$ cat src/rtl/matrix_row_fetcher_pkg.sv
// Shared types and default sizes for the row fetcher and the compute array it feeds.
package matrix_row_fetcher_pkg;

  localparam int DEFAULT_N          = 4;
  localparam int DEFAULT_DATA_WIDTH = 8;

  typedef enum logic [1:0] {
    IDLE,
    FETCH,
    OUTPUT
  } fetcher_state_t;

endpackage

$ cat src/rtl/matrix_row_fetcher_if.sv
// Command, memory read port and vector stream of the row fetcher, bundled as one bus.
interface matrix_row_fetcher_if #(
  parameter int DATA_WIDTH   = 8,
  parameter int ADDRESS_BITS = 11,
  parameter int N            = 4,
  parameter int ROW_BITS     = 8
);

  logic                      start_valid;
  logic                      start_ready;
  logic [ADDRESS_BITS-1:0]   base_address;
  logic [ROW_BITS-1:0]       num_rows;
  logic [ADDRESS_BITS-1:0]   row_stride;
  logic [ADDRESS_BITS-1:0]   read_address;
  logic [DATA_WIDTH-1:0]     read_data;
  logic                      out_valid;
  logic                      out_ready;
  logic [N*DATA_WIDTH-1:0]   out_data;
  logic                      out_last;
  logic                      done;

  // master is the fetcher itself; slave is the surrounding command source, memory and consumer
  modport master (
    input  start_valid, base_address, num_rows, row_stride, read_data, out_ready,
    output start_ready, read_address, out_valid, out_data, out_last, done
  );

  modport slave (
    output start_valid, base_address, num_rows, row_stride, read_data, out_ready,
    input  start_ready, read_address, out_valid, out_data, out_last, done
  );

endinterface

$ cat src/rtl/matrix_row_fetcher.sv
// Walks a row-major matrix in memory, packing N elements per row into a vector
// and streaming each vector out with a last flag on the final row.
module matrix_row_fetcher
  import matrix_row_fetcher_pkg::*;
#(
  parameter int DATA_WIDTH   = DEFAULT_DATA_WIDTH,
  parameter int SIZE         = 1024,
  parameter int ADDRESS_BITS = $clog2(SIZE + 1),
  parameter int N            = DEFAULT_N,
  parameter int ROW_BITS     = 8
) (
  input  logic                  clk,
  input  logic                  reset,
  matrix_row_fetcher_if.master  bus
);

  localparam int COL_BITS = (N > 1) ? $clog2(N) : 1;

  fetcher_state_t            state_q, state_d;
  logic [COL_BITS-1:0]       col_q, col_d;
  logic [ROW_BITS-1:0]       row_q, row_d;
  logic [ROW_BITS-1:0]       numRows_q, numRows_d;
  logic [ADDRESS_BITS-1:0]   stride_q, stride_d;
  logic [ADDRESS_BITS-1:0]   rowBase_q, rowBase_d;
  logic [N*DATA_WIDTH-1:0]   lanes_q, lanes_d;
  logic                      done_q, done_d;
  logic                      isLast;
  logic [ADDRESS_BITS-1:0]   readAddress;
  logic                      outValid;

  always_ff @(posedge clk) begin
    if (reset) begin
      state_q   <= IDLE;
      col_q     <= '0;
      row_q     <= '0;
      numRows_q <= '0;
      stride_q  <= '0;
      rowBase_q <= '0;
      lanes_q   <= '0;
      done_q    <= 1'b0;
    end else begin
      state_q   <= state_d;
      col_q     <= col_d;
      row_q     <= row_d;
      numRows_q <= numRows_d;
      stride_q  <= stride_d;
      rowBase_q <= rowBase_d;
      lanes_q   <= lanes_d;
      done_q    <= done_d;
    end
  end

  // numRows_q is never zero while in OUTPUT, so the subtraction cannot underflow there
  assign isLast = (row_q == numRows_q - ROW_BITS'(1));

  always_comb begin
    state_d     = state_q;
    col_d       = col_q;
    row_d       = row_q;
    numRows_d   = numRows_q;
    stride_d    = stride_q;
    rowBase_d   = rowBase_q;
    lanes_d     = lanes_q;
    done_d      = 1'b0;
    readAddress = '0;
    outValid    = 1'b0;

    case (state_q)
      IDLE: begin
        if (bus.start_valid) begin
          numRows_d = bus.num_rows;
          stride_d  = bus.row_stride;
          rowBase_d = bus.base_address;
          row_d     = '0;
          col_d     = '0;
          if (bus.num_rows == '0) begin
            done_d = 1'b1;
          end else begin
            state_d = FETCH;
          end
        end
      end

      FETCH: begin
        readAddress = rowBase_q + ADDRESS_BITS'(col_q);
        for (int k = 0; k < N; k++) begin
          if (col_q == COL_BITS'(k)) begin
            lanes_d[k*DATA_WIDTH +: DATA_WIDTH] = bus.read_data;
          end
        end
        if (col_q == COL_BITS'(N - 1)) begin
          col_d   = '0;
          state_d = OUTPUT;
        end else begin
          col_d = col_q + COL_BITS'(1);
        end
      end

      OUTPUT: begin
        outValid = 1'b1;
        if (bus.out_ready) begin
          if (isLast) begin
            state_d = IDLE;
            done_d  = 1'b1;
          end else begin
            row_d     = row_q + ROW_BITS'(1);
            rowBase_d = rowBase_q + stride_q;
            state_d   = FETCH;
          end
        end
      end

      default: state_d = IDLE;
    endcase
  end

  assign bus.start_ready  = (state_q == IDLE) && !reset;
  assign bus.read_address = readAddress;
  assign bus.out_valid    = outValid;
  assign bus.out_last     = outValid && isLast;
  assign bus.out_data     = lanes_q;
  assign bus.done         = done_q;

endmodule

$ cat src/flat_wrapper.sv
// flat-port wrapper written by rule: the top's interface ports become plain ports
module matrix_row_fetcher_flat import matrix_row_fetcher_pkg::*;
#(
  parameter int DATA_WIDTH   = DEFAULT_DATA_WIDTH,
  parameter int SIZE         = 1024,
  parameter int ADDRESS_BITS = $clog2(SIZE + 1),
  parameter int N            = DEFAULT_N,
  parameter int ROW_BITS     = 8
)
  (clk, reset, bus_start_valid, bus_base_address, bus_num_rows, bus_row_stride, bus_read_data, bus_out_ready, bus_start_ready, bus_read_address, bus_out_valid, bus_out_data, bus_out_last, bus_done);
  matrix_row_fetcher_if #(.DATA_WIDTH(DATA_WIDTH), .ADDRESS_BITS(ADDRESS_BITS), .N(N), .ROW_BITS(ROW_BITS)) bus_i ();
  input  logic clk;
  input  logic reset;
  input wire logic [$bits(bus_i.start_valid)-1:0] bus_start_valid;
  input wire logic [$bits(bus_i.base_address)-1:0] bus_base_address;
  input wire logic [$bits(bus_i.num_rows)-1:0] bus_num_rows;
  input wire logic [$bits(bus_i.row_stride)-1:0] bus_row_stride;
  input wire logic [$bits(bus_i.read_data)-1:0] bus_read_data;
  input wire logic [$bits(bus_i.out_ready)-1:0] bus_out_ready;
  output wire logic [$bits(bus_i.start_ready)-1:0] bus_start_ready;
  output wire logic [$bits(bus_i.read_address)-1:0] bus_read_address;
  output wire logic [$bits(bus_i.out_valid)-1:0] bus_out_valid;
  output wire logic [$bits(bus_i.out_data)-1:0] bus_out_data;
  output wire logic [$bits(bus_i.out_last)-1:0] bus_out_last;
  output wire logic [$bits(bus_i.done)-1:0] bus_done;
  assign bus_i.start_valid = bus_start_valid;
  assign bus_i.base_address = bus_base_address;
  assign bus_i.num_rows = bus_num_rows;
  assign bus_i.row_stride = bus_row_stride;
  assign bus_i.read_data = bus_read_data;
  assign bus_i.out_ready = bus_out_ready;
  assign bus_start_ready = bus_i.start_ready;
  assign bus_read_address = bus_i.read_address;
  assign bus_out_valid = bus_i.out_valid;
  assign bus_out_data = bus_i.out_data;
  assign bus_out_last = bus_i.out_last;
  assign bus_done = bus_i.done;
  matrix_row_fetcher #(.DATA_WIDTH(DATA_WIDTH), .SIZE(SIZE), .ADDRESS_BITS(ADDRESS_BITS), .N(N), .ROW_BITS(ROW_BITS)) u_core (.clk(clk), .reset(reset), .bus(bus_i));
endmodule
$ cat config.mk
export PLATFORM = sky130hd
export DESIGN_NAME = matrix_row_fetcher_flat
export DESIGN_NICKNAME = d
export VERILOG_FILES = /design/src/rtl/matrix_row_fetcher_pkg.sv /design/src/rtl/matrix_row_fetcher_if.sv /design/src/rtl/matrix_row_fetcher.sv /design/src/flat_wrapper.sv
export SDC_FILE = /design/constraint.sdc
export NUM_CORES = 1
export LEC_CHECK = 0
export ABC_AREA = 1
export CORE_MARGIN = 1
export CORE_UTILIZATION = 46
export DETAILED_ROUTE_END_ITERATION = 6
export PLACE_DENSITY = 0.76
export RECOVER_POWER = 100
export SYNTH_ARGS = -nofsm -noshare
export SYNTH_HDL_FRONTEND = slang
export SYNTH_SLANG_ARGS = --single-unit
$ cat constraint.sdc
create_clock -name clk -period 1.9 [get_ports clk]
set_input_delay 0.38 -clock clk [delete_from_list [all_inputs] [get_ports clk]]
set_output_delay 0.38 -clock clk [all_outputs]
set_load 0.02 [all_outputs]
==> impl_metrics.env, run 1 <==
export IMPL_grt_overflow_total=0
export IMPL_clkTransAtPathRegs_ns=0.10
export IMPL_yosys_area_share_simple_pct=34.1
export IMPL_final_antenna_net_count=0
export IMPL_finalClockSkew_ns=0.0158
export IMPL_critPathCaptureType="primary output"
export IMPL_reg2reg_from="u_core.state_q[1]"
export IMPL_cts_sink_count=75
export IMPL_die_h_um=97.0
export IMPL_track_usage_pct=25.6
export IMPL_postCtsHoldBufs=0
export IMPL_diodes=0
export IMPL_worstRegToRegCells=6
export IMPL_worstHoldPathCells=2
export IMPL_dr_pass1_iters=4
export IMPL_wl_per_cell_um=13.4
export IMPL_cellLeakagePower_nw=2.58
export IMPL_grt_first_pass_wirelength_um=19500
export IMPL_total_power_mw=3.87
export IMPL_synth_top_family_by_area="simple AND/OR/NAND/NOR gates"
export IMPL_avgViaCountPerCell=5.15
export IMPL_final_setup_viol_count=29
export IMPL_peakVddDrop_mv=0.438
export IMPL_finalHoldViolCount=0
export IMPL_synth_main_ff_cell="dfxtp_1"
export IMPL_synth_xor_xnor_area_share_pct=3.50
export IMPL_hold_path_end="u_core.bus.out_data[8]"
export IMPL_clock_path_buffers=2
export IMPL_cp_arrival_ns=2.13
export IMPL_final_nets=829
export IMPL_htreeDepth=3
export IMPL_cts_tree="built"
export IMPL_fill_cells=721
export IMPL_synthMuxAreaShare_pct=0
export IMPL_violations="setup timing"
export IMPL_grt_pass1_vias=4273
export IMPL_syn_area_um2=4150
export IMPL_final_common_cell="nand2_1"
export IMPL_cp_required_ns=1.52
export IMPL_synth_fa_ha_area_share_pct=6.39
export IMPL_ys_ff_latch=75
export IMPL_via_count=4528
export IMPL_layout_cells_most_common_list="nand2_1 (148), nor2_1 (85), clkdlybuf4s50_1 (74)"
export IMPL_min_path_type="flip-flop to flip-flop"
export IMPL_synth_edf_count=0
export IMPL_die_area_um2=9410
export IMPL_p_per_area_nw_per_um2=637
export IMPL_tns_ns=-4.50
export IMPL_first_iter_violations=186
export IMPL_ios=89
export IMPL_wirelength_um=11800
export IMPL_worstMarginPinSlew_ns=0.679
export IMPL_numCtsBuffers=9
export IMPL_core_um2=8720
export IMPL_initial_utilization_pct=47.6
export IMPL_outcome="finished, violations left"
export IMPL_hpwl_um=8580
export IMPL_cts_root_buf="clkbuf_8"
export IMPL_r2r_end="u_core.bus.out_data[29]"
export IMPL_layout_min_cycle_time_ns=2.51
export IMPL_critPathMaxFanout=3
export IMPL_fin_ws_ns=-0.606
export IMPL_critPathLaunchType="flip-flop"
export IMPL_routabilityCongestion=0.931
export IMPL_grt_max_degree=47
export IMPL_async_flop_share_pct=0
export IMPL_antenna_found_initial=0
export IMPL_period_share_pct=132
export IMPL_synth_seq_area_share_pct=36.2
export IMPL_slew_headroom_pct=54.8
export IMPL_clock_fmax_mhz=399
export IMPL_path_class="flip-flop to primary output"
export IMPL_finalMaxSlewViolations=0
export IMPL_drive_above_1_share_pct=21.9
export IMPL_synth_warning_count=0
export IMPL_drc=0
export IMPL_synth_cells=623
export IMPL_synth_compound_area_share_pct=12.1
export IMPL_die_x_um=97.0
export IMPL_r2r_slack_ns=-0.04
export IMPL_rows=34
export IMPL_avgSynthCellArea_um2=6.67
export IMPL_synth_distinct_cells=31
export IMPL_syn_nets=685
export IMPL_insertion_delay_ns=0.36
export IMPL_io_buffers=88
export IMPL_drv_cap=0
export IMPL_hp_start="u_core.bus.out_data[8]"
export IMPL_syn_to_final_growth_pct=46.3
export IMPL_rsz0062_at_grt="true"
-- power breakdown --
part / total [mW] / internal (mW) / switching [mW]
Combinational: 0.942 / 0.434 / 0.508
Clock: 1.20 / 0.509 / 0.691
Sequential: 1.72 / 1.65 / 0.0726
-- sequential cells by signal (all words and copies together) (netlist names) --
| signal | cells |
|---|---|
| u_core.col_q | 2 |
| u_core.row_q | 8 |
| u_core.bus.done | 1 |
| u_core.stride_q | 11 |
| u_core.numRows_q | 8 |
| u_core.state_q | 2 |
| u_core.rowBase_q | 11 |
| u_core.bus.out_data | 32 |
-- what timing repair did --
| action | 4_1_cts | 5_1_grt |
|---|---|---|
| buffers inserted | 7 | 6 |
| endpoints found under the setup margin | 32 | 32 |
| pin swaps | 19 | 15 |
| cloned | 0 | 0 |
| gates resized for setup | 101 | 40 |
-- worst max-delay path by stage --
stage | depth (start not counted) | slack, ns | start | end
2_1_floorplan | 10 | -0.14 | u_core.col_q[0] | bus_read_address[10]
3_3_place_gp | 11 | -0.65 | u_core.col_q[0] | bus_read_address[10]
3_5_place_dp | 11 | -0.76 | u_core.col_q[0] | bus_read_address[10]
4_1_cts | 11 | -0.62 | u_core.col_q[0] | bus_read_address[10]
5_1_grt | 11 | -0.75 | u_core.rowBase_q[0] | bus_read_address[10]
6_report | 11 | -0.61 | u_core.rowBase_q[0] | bus_read_address[6]
-- metrics by stage --
step	instances	setup slack, ns	util (%)	hold WS [ns]	area, um2
final	880	-0.606	69.7	0.463	6070
after global routing	880	-0.747	69.7	0.483	6070
after CTS	876	-0.618	68.1	0.466	5940
after detailed placement	855	-0.757	64.1	0.451	5590
after global placement	855	-0.648	64.1	0.448	5590
after floorplan	623	-0.140	-	0.448	4210
-- final cells by class --
type / instances / area (um2) / area share (%)
Clock buffer: 9 / 124 / 2.04
Clock inverter: 7 / 68.8 / 1.13
Inverter: 51 / 191 / 3.15
Multi-Input combinational cell: 469 / 2590 / 42.7
Sequential cell: 75 / 1520 / 25.0
Tap cell: 108 / 135 / 2.22
Timing Repair Buffer: 161 / 1450 / 23.8
-- cells by family after synthesis --
logic type	after synthesis
xor+xnor	15
simple gates	336
fa+ha+maj	20
flops	75
buf+inv	79
compound gates	98
-- per-layer routing --
metal | track usage [%] | vias up | share of wire, %
met5 | 0 | - | 0
met4 | 8.73 | 0 | 1.8
met3 | 4.55 | 21 | 4.6
met2 | 44.6 | 138 | 50
met1 | 31.5 | 2066 | 44
li1 | - | 2303 | -
-- critical path, cell delays in order (launching register included) --
cell and delay (ns):
dfxtp_2 0.35, ha_4 0.16, fa_2 0.35, nand2_2 0.07
inv_2 0.04, nand2_2 0.06, nor2_2 0.05, and3_4 0.16
buf_4 0.13, buf_6 0.11, nor3_4 0.16, buf_6 0.14
-- synthesized netlist by cell type (3+ instances only) --
| master | count | area share, % |
|---|---|---|
| nand3b_1 | 3 | 0.54 |
| inv_1 | 49 | 4.4 |
| xnor2_1 | 9 | 1.9 |
| nor3b_1 | 3 | 0.54 |
| o21ai_0 | 32 | 3.9 |
| xor2_1 | 5 | 1.1 |
| dfxtp_1 | 75 | 36 |
| nand3_1 | 62 | 7.5 |
| nor3_1 | 6 | 0.72 |
| buf_6 | 3 | 0.81 |
| a21oi_1 | 63 | 7.6 |
| ha_1 | 18 | 5.4 |
| nand2_1 | 157 | 14 |
| nor2_1 | 93 | 8.4 |
| clkbuf_1 | 22 | 2.0 |
Note: power is estimated with default switching activity, not from simulation.
==> run 2, diff against run 1 <==
- CTS_CLUSTER_DIAMETER: unset -> 60
==> results of run 2 <==
The final DEF is identical to that of run 1; final timing and power are the same.
